--- src/rtl/mod_counter_pkg.sv ---
// Shared definitions for the modulo counter controller: FSM state encoding
// and the default counter width.
package mod_counter_pkg;

  localparam int DEFAULT_WIDTH = 4;

  typedef enum logic [1:0] {
    IDLE = 2'd0,
    RUN  = 2'd1,
    HOLD = 2'd2
  } state_t;

endpackage

--- src/rtl/mod_counter_ctrl_tff.sv ---
// Toggle flip-flop cell: q flips when t is high, synchronous active-high reset.
module tff (
  input  logic clk,
  input  logic t,
  input  logic rst,
  output logic q,
  output logic qb
);

  // Toggle storage with synchronous clear.
  always_ff @(posedge clk) begin
    if (rst) begin
      q <= 1'b0;
    end else if (t) begin
      q <= ~q;
    end
  end

  assign qb = ~q;

endmodule

--- src/rtl/mod_counter_ctrl.sv ---
// Modulo up/down counter controller. A three-state FSM (IDLE/RUN/HOLD) decides
// when the count steps or loads; the count itself lives in a row of toggle
// cells driven by t = next ^ count, so there is no direct load path.
//
// Handshake: none. start/stop/load are level-sampled every rising edge; stop
// beats start in every state, and a RUN cycle with stop=1 does not step.
module mod_counter_ctrl
  import mod_counter_pkg::*;
#(
  parameter int WIDTH = DEFAULT_WIDTH
) (
  input  logic             clk,
  input  logic             rst,
  input  logic             start,
  input  logic             stop,
  input  logic             load,
  input  logic [WIDTH-1:0] load_val,
  input  logic             up,
  input  logic [WIDTH-1:0] mod_n,
  input  logic             one_shot,
  output logic [WIDTH-1:0] count,
  output logic             tc,
  output logic             busy,
  output logic             done,
  output state_t           o_dbg_state
);

  state_t           r_state;
  state_t           w_state_next;
  logic             r_tc;
  logic             r_busy;
  logic             r_done;
  logic [WIDTH-1:0] w_count;
  logic [WIDTH-1:0] w_next;
  logic [WIDTH-1:0] w_toggle;
  logic             w_wrap;

  // State register plus the registered status pulses.
  always_ff @(posedge clk) begin
    if (rst) begin
      r_state <= IDLE;
      r_tc    <= 1'b0;
      r_done  <= 1'b0;
      r_busy  <= 1'b0;
    end else begin
      r_state <= w_state_next;
      r_tc    <= w_wrap;
      r_done  <= w_wrap & one_shot;
      r_busy  <= (w_state_next == RUN);
    end
  end

  // Next-state decision; stop always wins over start.
  always_comb begin
    w_state_next = r_state;
    case (r_state)
      IDLE: if (start && !stop) w_state_next = RUN;
      RUN: begin
        if (stop) begin
          w_state_next = HOLD;
        end else if (w_wrap && one_shot) begin
          w_state_next = IDLE;
        end
      end
      HOLD: if (start && !stop) w_state_next = RUN;
      default: w_state_next = IDLE;
    endcase
  end

  // Next count value and wrap detection; loads only outside RUN.
  always_comb begin
    w_next = w_count;
    w_wrap = 1'b0;
    if (r_state != RUN) begin
      if (load) w_next = load_val;
    end else if (!stop) begin
      if (up) begin
        if (w_count < mod_n) begin
          w_next = w_count + WIDTH'(1);
        end else begin
          w_next = '0;
          w_wrap = 1'b1;
        end
      end else begin
        if ((w_count != '0) && (w_count <= mod_n)) begin
          w_next = w_count - WIDTH'(1);
        end else begin
          w_next = mod_n;
          w_wrap = 1'b1;
        end
      end
    end
  end

  assign w_toggle = w_next ^ w_count;

  // One toggle cell per count bit; the complement output is not needed.
  for (genvar gi = 0; gi < WIDTH; gi++) begin : g_bit
    tff u_tff (
      .clk (clk),
      .t   (w_toggle[gi]),
      .rst (rst),
      .q   (w_count[gi]),
      .qb  ()
    );
  end

  assign count       = w_count;
  assign tc          = r_tc;
  assign busy        = r_busy;
  assign done        = r_done;
  assign o_dbg_state = r_state;

endmodule

--- config.mk ---
export PLATFORM = sky130hd
export DESIGN_NAME = mod_counter_ctrl
export DESIGN_NICKNAME = d
export VERILOG_FILES = /design/src/rtl/mod_counter_pkg.sv /design/src/rtl/mod_counter_ctrl_tff.sv /design/src/rtl/mod_counter_ctrl.sv
export SDC_FILE = /design/constraint.sdc
export NUM_CORES = 1
export LEC_CHECK = 0
export CORE_AREA = 5 5 42 44
export CTS_CLUSTER_DIAMETER = 40
export DETAILED_ROUTE_END_ITERATION = 10
export DIE_AREA = 0 0 47 49
export DONT_BUFFER_PORTS = 1
export PLACE_DENSITY = 0.72
export RECOVER_POWER = 25
export SLEW_MARGIN = 20
export SYNTH_ARGS = -nofsm -noshare
export SYNTH_HDL_FRONTEND = slang
export SYNTH_SLANG_ARGS = --single-unit
--- constraint.sdc ---
create_clock -name clk -period 1.9 [get_ports clk]
set_input_delay 0.285 -clock clk [delete_from_list [all_inputs] [get_ports clk]]
set_output_delay 0.285 -clock clk [all_outputs]
set_load 0.01 [all_outputs]
[After elaboration in Yosys (flattened, before gate mapping)]
Cells that the tools add are included.
Cells by class
  $mul: 0
  reductions and logical operators: 7
  shifts and indexed selects: 0
  bitwise logic cells: 6
  mux-type cells: 15
  order comparisons: 2
  eq/ne operators: 4
  div/mod/pow operators: 0
  add/subtract/negate cells: 2
Operators by type and width (count)
  $mux W4: 6
  $mux W2: 3
  $mux W1: 5
  $add A4 B1 Y4 const B: 1
  $eq A2 B1 Y1 const B: 2
  $le A4 B4 Y1: 1
  $lt A4 B4 Y1: 1
  $not A1 Y1: 4
  $pmux W2 S2: 1
  $reduce_bool A4 Y1: 1
  $sub A4 B1 Y4 const B: 1
  $xor A4 B4 Y4: 1
  $logic_and A1 B1 Y1: 3
  $eq A2 B2 Y1 const B: 1
  $logic_not A2 Y1: 1
  $ne A2 B1 Y1 const B: 1
  $reduce_or A2 Y1: 1
  $and A1 B1 Y1: 1
  $logic_not A1 Y1: 1
Word-level totals
  bits in writable memories: 0
  output and inout bits: 9
  flip-flop bits (word level): 9
  memories: 0
  bits in latches: 0
  ROM bits: 0
  word-level logic and storage cells: 44

[Depth between registers and ports, before layout]
  depth after elaboration: 11
  depth in mapped cells: 7
  gate-level depth less buffers: 7

[Cells and area by module]
Synthesis repeated with hierarchy kept, for this count alone.
Second synthesis, totals
  cells, all modules: 107
  area, all modules: 824.5 µm²
Modules (own cells, without submodules)
  mod_counter_ctrl: instances 1, area an instance 679.4 µm², cells an instance 91
  tff: instances 4, area an instance 36.3 µm², cells an instance 4

[Least setup slack after synthesis]
OpenSTA, ideal clock, no wires.
  path kind: flip-flop to flip-flop
  start point: register g_bit[3].u_tff.q
  end point: register g_bit[1].u_tff.q
  library setup time: 70 ps
  setup slack: 176 ps
  data arrival time: 1654 ps
  cell stages (with the launch flop): 7
  path buffers: 0
  cell sequence: dfxtp_1 ha_1 a21oi_1 nor2b_2 a211oi_1 a211o_2 a21oi_1
Between the ends
  longest elaborated chain between the ends: 7
Ends and longest elaborated chain
  from (decl): RTL line mod_counter_ctrl_tff.sv:6  | output logic q,
  from (signal assigned): RTL line mod_counter_ctrl_tff.sv:15  | q <= ~q;
  $le A4 B4 Y1 or $reduce_bool A4 Y1 (tied branches): RTL line mod_counter_ctrl.sv:85  | if ((w_count != '0) && (w_count <= mod_n)) begin
  $logic_and A1 B1 Y1: RTL line mod_counter_ctrl.sv:85
  $mux W4: RTL line mod_counter_ctrl.sv:85
  $mux W4 (*): RTL line mod_counter_ctrl.sv:77  | if (up) begin
  $mux W4 (*): RTL line mod_counter_ctrl.sv:76  | end else if (!stop) begin
  $mux W4 (*): RTL line mod_counter_ctrl.sv:74  | if (r_state != RUN) begin
  $xor A4 B4 Y4 (*): RTL line mod_counter_ctrl.sv:95  | assign w_toggle = w_next ^ w_count;
  to (signal assigned): RTL line mod_counter_ctrl_tff.sv:15
  to (decl): RTL line mod_counter_ctrl_tff.sv:6
Every way passes the cells marked *; elsewhere a longest branch is shown, timed or not.
A chain may end at the register's enable or synchronous reset.

[Final worst setup path]
  start point: register g_bit[3].u_tff.q
  end point: register g_bit[0].u_tff.q
Between the ends
  longest elaborated chain between the ends: 7
Ends and longest elaborated chain (RTL line)
  $le A4 B4 Y1 or $reduce_bool A4 Y1 (tied branches): mod_counter_ctrl.sv:85
  $logic_and A1 B1 Y1: mod_counter_ctrl.sv:85
  $mux W4: mod_counter_ctrl.sv:85
  $mux W4 (*): mod_counter_ctrl.sv:77
  $mux W4 (*): mod_counter_ctrl.sv:76
  $mux W4 (*): mod_counter_ctrl.sv:74
  $xor A4 B4 Y4 (*): mod_counter_ctrl.sv:95
  to (signal assigned): mod_counter_ctrl_tff.sv:15
  to (decl): mod_counter_ctrl_tff.sv:6
Marks and branches as above.

==> out/metrics.csv <==
stage,metric,value,unit
clocking,CTS tree,built,
final_layout,Layout area overhead,2.33,%
clocking,post-CTS setup buffer count,0,
detailed_routing,met2 WL post-DR,724,um
detailed_routing,residual DRC count,0,
clocking,clk root buf,clkbuf_4,
clocking,clk buf depth,2,
pwr,Clk pwr share,28.4,%
pwr,VDD IR-drop max,0.359,mV
sta,Final Max Tran Viols,0,
worst_setup_path,Crit. End Element,flip-flop,
sta,final hold vios,0,
min_path,Hold WC Path Type,in2reg,
worst_setup_path,CP max-delay cell,or3b_1,
worst_setup_path,R2R Path Start,g_bit[3].u_tff.q,
final_layout,Finished Core Util,54.9,%
sta,clock skew,0.00281,ns
pwr,pwr dens,741,nW/um^2
global_route,GRT Util Overall,16.4,%
clocking,Post-CTS Resized,0,
synthesis,"count leader, synth",nor2_1,
floorplanning,Die X,47,um
global_route,total gr overflow,0,
synthesis,top_reg_cell synth,dfxtp_1,
worst_setup_path,Worst Reg-to-Reg Cells,6,
synthesis,Syn Std Cell Area,752,um^2
detailed_routing,antenna-violating nets left,0,
detailed_routing,WL met1,716,um
detailed_routing,Starting DRT DRC Count,9,
synthesis,syn_nets,112,
sta,TNS Setup,0,ns
sta,fin crit period,1.76,ns
clocking,CTS Hold Bufs,0,
final_layout,fillcell total,140,
placed_design,RePlAce Congestion,0.792,
min_path,Worst Hold Launch,rst,
detailed_routing,DR vias/cell,6.05,
final_layout,Antenna Cells,0,
worst_setup_path,crit-path max FO,4,
global_route,largest net degree at the start of global routing,10,
sta,worst-margin pin slew,0.376,ns
detailed_routing,WL final,1630,um
pwr,internal power,373,uW
placed_design,HPWL after DPL,1300,um
status,outcome,"complete, no violations",
sta,Max Fclk,567,MHz
detailed_routing,vias after detailed routing,647,
min_path,hold endpoint,o_dbg_state[1],
clocking,TritonCTS Buffers,3,
synthesis,Commonest cells post-synth,"11 x nor2_1, 9 x dfxtp_1, 7 x ha_1",
synthesis,number of synthesis warnings,0,
detailed_routing,highest metal used,met4,
floorplanning,Core ar.,1400,um^2
min_path,Worst Hold Depth,1,
global_route,vias in the first global route,603,
pwr,Seq pwr share,37.5,%
floorplanning,row cnt,14,
sta,RSZ-0062 raised after global routing,no,
global_route,initial antenna violation count,0,
synthesis,largest area contributor in the netlist,dfxtp_1,
worst_setup_path,worst reg2reg setup slack,0.14,ns
pwr,sw power,197,uW
synthesis,sequential cell area fraction in the yosys report,24.0,%
sta,Slew HR,74.8,%
detailed_routing,First-pass DRT Iterations,4,
synthesis,syn avg cell area,8.36,um^2
synthesis,asr flop ratio synth,0,%
final_layout,share of layout cells above drive strength 1,14.3,%
clocking,H-tree lvl count,1,
floorplanning,die area,2300,um^2
floorplanning,IO Pins,24,
flow_run,max_cap viols,0,
pwr,switch share,34.5,%
worst_setup_path,Critical Path RT,2.11,ns
synthesis,area share of the largest cell type after synthesis,24.0,%
worst_setup_path,CP Launch Type,flip-flop,
worst_setup_path,CP peak stage delay,0.36,ns
sta,# setup viols final,0,
floorplanning,Initial Util,53.7,%
pwr,leakage power figure,0.000312,uW
worst_setup_path,critical path startpoint,g_bit[3].u_tff.q,
synthesis,Post-synth EDFFs,0,
worst_setup_path,r2r endpoint,g_bit[0].u_tff.q,
worst_setup_path,kind of critical path,reg2reg,
worst_setup_path,"Critical Path, Cell by Cell","ha_1, a21oi_1, nor2b_2, a21o_1, or3b_1, a31oi_1",
global_route,global-route wire length before repair,2680,um
clocking,clk_lat worst skew,0.28,ns
worst_setup_path,worst path arrival time,1.97,ns
synthesis,Area contributors post-synth,"dfxtp_1 24%, ha_1 12%, nor2_1 5.5%, a211oi_1 5.0%, buf_4 5.0%",
synthesis,synth unique cells,34,
synthesis,Yosys reg bits,9,
sta,Final Cycle Share,92.9,%
detailed_routing,DR WL/cell,15.2,um
synthesis,Synth Instances,90,
placed_design,IO Port Bufs,0,
final_layout,Layout Nets,114,
floorplanning,die height,49,um
clocking,CTS sink count,9,
clocking,Clock Pin Slew Worst Setup and Hold Paths,0.07,ns
pwr,Combinational Power Share,34.1,%
detailed_routing,wire length on met3,148,um
power groups by stage:
stage | Sequential, uW | Clock, uW | Combinational (uW)
final | 214 | 162 | 195
after global placement | 218 | 0 | 191
after CTS | 214 | 164 | 194
after floorplan | 220 | 0 | 171
after global routing | 216 | 182 | 217
after detailed placement | 218 | 0 | 193
sequential cells by signal, indices dropped and copies added (netlist names):
signal	flops
done	1
busy	1
o_dbg_state	2
tc	1
g_bit.u_tff.q	4
final cells by class:
class / count / area, um^2 / share of cell area, %
sequential: 9 / 180 / 23.4
multi-input combinational: 68 / 490 / 63.7
clock buffer: 4 / 26.3 / 3.41
inverter: 6 / 22.5 / 2.93
tap: 16 / 20.0 / 2.60
timing repair buffer: 4 / 30.0 / 3.90
placed cells by master, fill, tap and decap left out, types with 2 or more instances in the layout:
master    Yosys  layout
a31oi_1       2       2
nand3b_1      2       2
nand3_1       2       2
o31a_1        2       2
xnor2_1       3       3
a311o_1       2       2
inv_1         6       5
nand2_1       2       2
nand2b_1      2       2
nor3_1        6       6
o21ai_0       2       2
nor2_1       11      11
clkbuf_4      0       3
and2_1        2       2
o21a_1        2       2
a211oi_1      5       5
dfxtp_1       9       9
buf_4         5       4
a21oi_1       3       3
ha_1          7       7
stage by stage:
| stage | area [um^2] | worst slack, ns | hold WS [ns] | std cells | power, uW |
|---|---|---|---|---|---|
| after floorplan | 752 | 0.176 | 0.449 | 90 | 391 |
| after global placement | 743 | 0.143 | 0.357 | 103 | 409 |
| after detailed placement | 743 | 0.162 | 0.357 | 103 | 411 |
| after CTS | 769 | 0.145 | 0.0667 | 107 | 573 |
| after global routing | 769 | 0.0188 | 0.0561 | 107 | 615 |
| final | 769 | 0.136 | 0.0681 | 107 | 570 |
logic make-up (layout without fill, tap and decap cells):
logic type      Yosys count  count (layout)  synth area share (%)
buf+inv                  13              14                  10.8
fa+ha+maj                 7               7                  11.6
flops                     9               9                  24.0
compound gates           23              23                  23.3
simple gates             34              34                  25.6
xor+xnor                  4               4                  4.66
layer usage:
metal | vias up | GRT usage [%]
li1 | 329 | -
met1 | 292 | 21.4
met2 | 21 | 20.8
met3 | 5 | 7.38
met4 | 0 | 10.6
met5 | - | 0
critical path: cells and delay by family (launching register included):
family	cells	cell delay, ns
compound gates	3	0.49
flops	1	0.33
fa+ha+maj	1	0.33
simple gates	2	0.55
worst max path at each step:
stage	endpoint	slack (ns)	cells after the start
4_1_cts	g_bit[0].u_tff.q	0.14	6
3_3_place_gp	g_bit[0].u_tff.q	0.14	7
2_1_floorplan	g_bit[1].u_tff.q	0.18	6
3_5_place_dp	g_bit[0].u_tff.q	0.16	6
6_report	g_bit[0].u_tff.q	0.14	6
5_1_grt	g_bit[0].u_tff.q	0.02	7
Power figures use the tool's default switching activity.
==> patch 1: new RTL, config.mk and constraints unchanged <==
Reset style: asynchronous (`rst`), changed in 2 clocked blocks. Comments in the files are not updated.
--- a/src/rtl/mod_counter_ctrl_tff.sv
+++ b/src/rtl/mod_counter_ctrl_tff.sv
@@ -8,7 +8,7 @@
 );
 
   // Toggle storage with synchronous clear.
-  always_ff @(posedge clk) begin
+  always_ff @(posedge clk or posedge rst) begin
     if (rst) begin
       q <= 1'b0;
     end else if (t) begin
--- a/src/rtl/mod_counter_ctrl.sv
+++ b/src/rtl/mod_counter_ctrl.sv
@@ -36,7 +36,7 @@
   logic             w_wrap;
 
   // State register plus the registered status pulses.
-  always_ff @(posedge clk) begin
+  always_ff @(posedge clk or posedge rst) begin
     if (rst) begin
       r_state <= IDLE;
       r_tc    <= 1'b0;
Check against the original RTL: differs if rst is asserted again (counterexample within 4 cycles, from zero or initial values and one cycle with rst high); with rst held inactive, the same outputs for 10 cycles.
==> patch 1 against the unedited design <==
  * Area after synthesis up 0.83%
  * Critical path depth up 1
  * Critical endpoint is now g_bit[2].u_tff.q$_DFFE_PP0P_
  * Routed wire length down 3.6%
  * Utilization up 3.5 points
  * Final area up 6.3%
  * Sequential cell count unchanged
  * Highest routed layer unchanged
  * Critical path type unchanged
  * Via count down 1.9%
  * Setup slack worse by 46 ps
Power is not compared: it rests on default switching activity, and its combinational part moved more than twofold at a synthesized area within 25%.
==> patch 1: results (changes against the unedited design) <==
metric	value	unit	change
outcome	completed		
drt_iter0_drc	17		+8
clock_latency	270	ps	
worst_pin_slew	358	ps	-18.4 ps
synthDistinctLibCells	29		-15%
hp-class	in -> reg		
cts_root_buf	clkbuf_4		
p_leak	0.000390	uW	
synthArstFlopShare	1.00		+1.00
place_area	778	um^2	+4.7%
layout-drive-gt1-share	0.143		unchanged
pre_cts_slack	122	ps	-39.2 ps
seq_area_frac_synth	0.297		+0.0574
grt_max_degree	11		+1
grt_usage	0.148		-0.0152
ys_warn_count	0		unchanged
ir_drop	0.427	mV	
synthFlopType	dfrtp_1		
firstDrtPassIters	4		unchanged
gp_congestion	0.941		+19%
clkSlewWorstSetupHoldPaths	70	ps	about the same
antenna_found_initial	0		unchanged
synth_edf_count	0		unchanged
dp_hpwl	1.25	mm	-3.9%
vias	635		-1.9%
totalWireLength	1.57	mm	-3.6%
switching_share	0.408		
skew	2.98	ps	+0.172 ps
largest_reg_flops	4		unchanged
grt_pass1_wl	2.53	mm	-5.9%
grt_pass1_vias	556		-7.8%
portBuffers	0		unchanged
yosys-top-cells-count	inv_1 (10), dfrtp_1 (9), ha_1 (7)		
htree_levels	1		unchanged
syn_nets	108		-3.6%
n_antenna_cell	0		unchanged
cp_data_arrival_time	2020	ps	+50 ps
nFillCells	127		-9.3%
synth_area_leaders	dfrtp_1 (30%), ha_1 (12%), a211oi_1 (5.9%), inv_1 (5.0%), a21oi_1 (4.0%)		
-- patch 1: cell count changes after synthesis, moves of 3 or more --
cell	delta
o21ai_0	+3
dfrtp_1	+9
nor2_1	-9
mux2i_1	+3
inv_1	+4
dfxtp_1	-9
a21oi_1	+3
-- patch 1: worst max-delay path, stage by stage (launching register included) --
cell	delay, ps
dfrtp_1	400
ha_1	300
nor2b_1	140
o211ai_1	270
buf_4	190
nand3_1	110
o21ai_0	210
o21a_1	140
-- patch 1: layer usage --
| metal | vias to the layer above | wire length, um | GRT usage |
|---|---|---|---|
| li1 | 312 | - | - |
| met1 | 302 | 681 | 0.203 |
| met2 | 18 | 748 | 0.217 |
| met3 | 3 | 119 | 0.0406 |
| met4 | 0 | 24 | 0.0553 |
| met5 | - | 0 | 0 |
-- patch 1: worst paths after layout --
kind	start	to	slack [ps]	cells after the start
worst max-delay path	g_bit[1].u_tff.q$_DFFE_PP0P_	g_bit[2].u_tff.q$_DFFE_PP0P_	90	7
min in group asynchronous	rst	busy$_DFF_PP0_	420	2
worst min-delay path	stop	busy$_DFF_PP0_	70	1
worst min register to register	o_dbg_state[0]$_DFF_PP0_	o_dbg_state[1]$_DFF_PP0_	560	1
max in group asynchronous	rst	g_bit[0].u_tff.q$_DFFE_PP0P_	1220	2
worst max register to register	g_bit[1].u_tff.q$_DFFE_PP0P_	g_bit[2].u_tff.q$_DFFE_PP0P_	90	7
-- patch 1: power groups by stage --
stage | clock, uW | sequential (uW) | combinational [uW]
finish | 156 | 250 | 430
global route | 171 | 257 | 479
CTS | 159 | 251 | 426
detailed placement | 0 | 255 | 421
global placement | 0 | 255 | 421
floorplan | 0 | 274 | 332
-- patch 1: layout make-up --
type | instances | share of cell area
multi-input cells | 61 | 0.554
clock inverters | 1 | 0.00612
repair buffers | 7 | 0.0673
inverters | 10 | 0.0459
clock buffers | 3 | 0.0275
flip-flops and latches | 9 | 0.275
well taps | 16 | 0.0245
-- patch 1: timing repair --
item,in CTS,in global routing
hold endpoints to repair,9,0
resized for setup,0,1
endpoints found under the setup margin,0,4
hold buffers,1,0
-- patch 1: cells by family after synthesis --
group / count (synthesis) / share of synthesized area
compound gates: 28 / 0.241
simple gates: 19 / 0.152
buf+inv: 16 / 0.109
flops: 9 / 0.297
fa+ha+maj: 7 / 0.116
xor+xnor: 4 / 0.0462
mux: 3 / 0.0396
-- patch 1: through the flow --
stage          cells  TNS (ps)  total power [uW]  utilization
2_1_floorplan     86         0               606            -
3_3_place_gp     102         0               677        0.555
6_report         107         0               836        0.584
4_1_cts          107         0               836        0.582
5_1_grt          107     -64.8               907        0.584
3_5_place_dp     102         0               676        0.555
==> patch 2: new RTL, same settings <==
Made on the original files. Set the package constant `DEFAULT_WIDTH` to 3 (it was 4).
--- a/src/rtl/mod_counter_pkg.sv
+++ b/src/rtl/mod_counter_pkg.sv
@@ -2,7 +2,7 @@
 // and the default counter width.
 package mod_counter_pkg;
 
-  localparam int DEFAULT_WIDTH = 4;
+  localparam int DEFAULT_WIDTH = 3;
 
   typedef enum logic [1:0] {
     IDLE = 2'd0,
Interface: changed (resized count, load_val and mod_n); port bits go from 24 to 21. The function was not compared with the original's and may differ.
==> patch 2 against the unedited design <==
  * Highest routed layer unchanged
  * Synthesized cell count shrank 11%
  * Critical path depth shrank 1
  * Largest power group unchanged
  * Utilization shrank 5.8 points
  * Clock skew shrank 1.3 ps
  * First-iteration DRC count grew to 3.1 times the old value
  * Sequential cell count shrank 1
  * Power shrank 15%
  * Sequential power shrank 12%
  * Final area shrank 11%
  * Routed wire length shrank 9.9%
  * Setup slack gained 3.2 ps
  * Area after synthesis shrank 14%
==> patch 2: results (changes against the unedited design) <==
metric	value	unit	change
synth_area_leaders	dfxtp_1 (25%), ha_1 (12%), inv_1 (5.8%), a31oi_1 (4.8%), a21oi_1 (3.9%)		
synth.most_common_cell	inv_1		
clkSlewWorstSetupHoldPaths	50	ps	-20 ps
pwr-share-comb	0.342		about the same
grt_pass1_wl	2.45	mm	-8.8%
pre_cts_slack	147	ps	-14.9 ps
dp_hpwl	1.20	mm	-7.4%
clock_latency	250	ps	-30 ps
largest_reg_flops	3		-1
layout-drive-gt1-share	0.0843		-0.0585
grt_use_met1	0.195		-0.0194
grt_usage	0.141		-0.0225
clkCellAreaFrac	0.0327		-0.00142
grt_max_degree	9		-1
synthDistinctLibCells	36		+5.9%
num-multi-input-gates	59		-13%
syn_nets	99		-12%
place_inst	96		-6.8%
ir_drop	0.313	mV	-13%
signal_buffers	3		-1
r2r_end	g_bit[1].u_tff.q$_SDFFE_PP0P_		
clock_buffers	3		-1
nFillCells	138		-1.4%
p_leak	0.000307	uW	-1.6%
totalWireLength	1.47	mm	-9.9%
yosys-top-cells-count	inv_1 (10), dfxtp_1 (8), ha_1 (6)		
sh_seq_area	0.233		-0.00142
multi_input_area	425	um^2	-13%
routed_via_density	5.99		-0.94%
skew	1.48	ps	-1.33 ps
fin_util	0.491		-0.0580
inv_count	10		+4
met3_usage	0.0590		-0.0148
use_met2	0.197		-0.0113
outcome	completed		
synth_cells	80		-11%
worstReg2RegStart	g_bit[1].u_tff.q$_SDFFE_PP0P_		
pwr-share-seq	0.390		+0.015
final_cells	99		-7.5%
timing.hold.ws	99.3	ps	+31.2 ps
-- patch 2: cell count changes in the layout (fill, tap and decap cells not counted), moves of 3 or more --
cell / delta
nor2_1: -6
a31oi_1: +3
nor3_1: -5
inv_1: +5
a211oi_1: -5
-- patch 2: routing by layer --
| metal | vias up | share of wire |
|---|---|---|
| li1 | 300 | - |
| met1 | 261 | 0.44 |
| met2 | 27 | 0.45 |
| met3 | 5 | 0.093 |
| met4 | 0 | 0.014 |
| met5 | - | 0 |
-- patch 2: worst max-delay path, stage by stage (launching register included) --
cell	delay, ps
dfxtp_1	380
ha_1	290
and3b_4	220
or4_1	500
a21oi_1	130
o221a_1	190
-- patch 2: worst max path at each step --
stage                                         end                           from  slack, ps
floorplan           g_bit[1].u_tff.q$_SDFFE_PP0P_  g_bit[2].u_tff.q$_SDFFE_PP0P_        120
global placement    g_bit[1].u_tff.q$_SDFFE_PP0P_                       mod_n[2]        180
detailed placement  g_bit[1].u_tff.q$_SDFFE_PP0P_                       mod_n[2]        150
CTS                 g_bit[1].u_tff.q$_SDFFE_PP0P_  g_bit[2].u_tff.q$_SDFFE_PP0P_        140
global route        g_bit[1].u_tff.q$_SDFFE_PP0P_  g_bit[1].u_tff.q$_SDFFE_PP0P_          9
finish              g_bit[1].u_tff.q$_SDFFE_PP0P_  g_bit[1].u_tff.q$_SDFFE_PP0P_        140
-- patch 2: kinds of logic after synthesis --
| group | after synthesis | synth area share |
|---|---|---|
| buffers and inverters | 13 | 0.0930 |
| AO/OA/AOI/OAI | 26 | 0.273 |
| adder cells (fa/ha/maj) | 6 | 0.116 |
| XOR/XNOR | 2 | 0.0271 |
| AND/OR/NAND/NOR | 24 | 0.227 |
| flip-flops | 8 | 0.248 |
| multiplexers | 1 | 0.0155 |
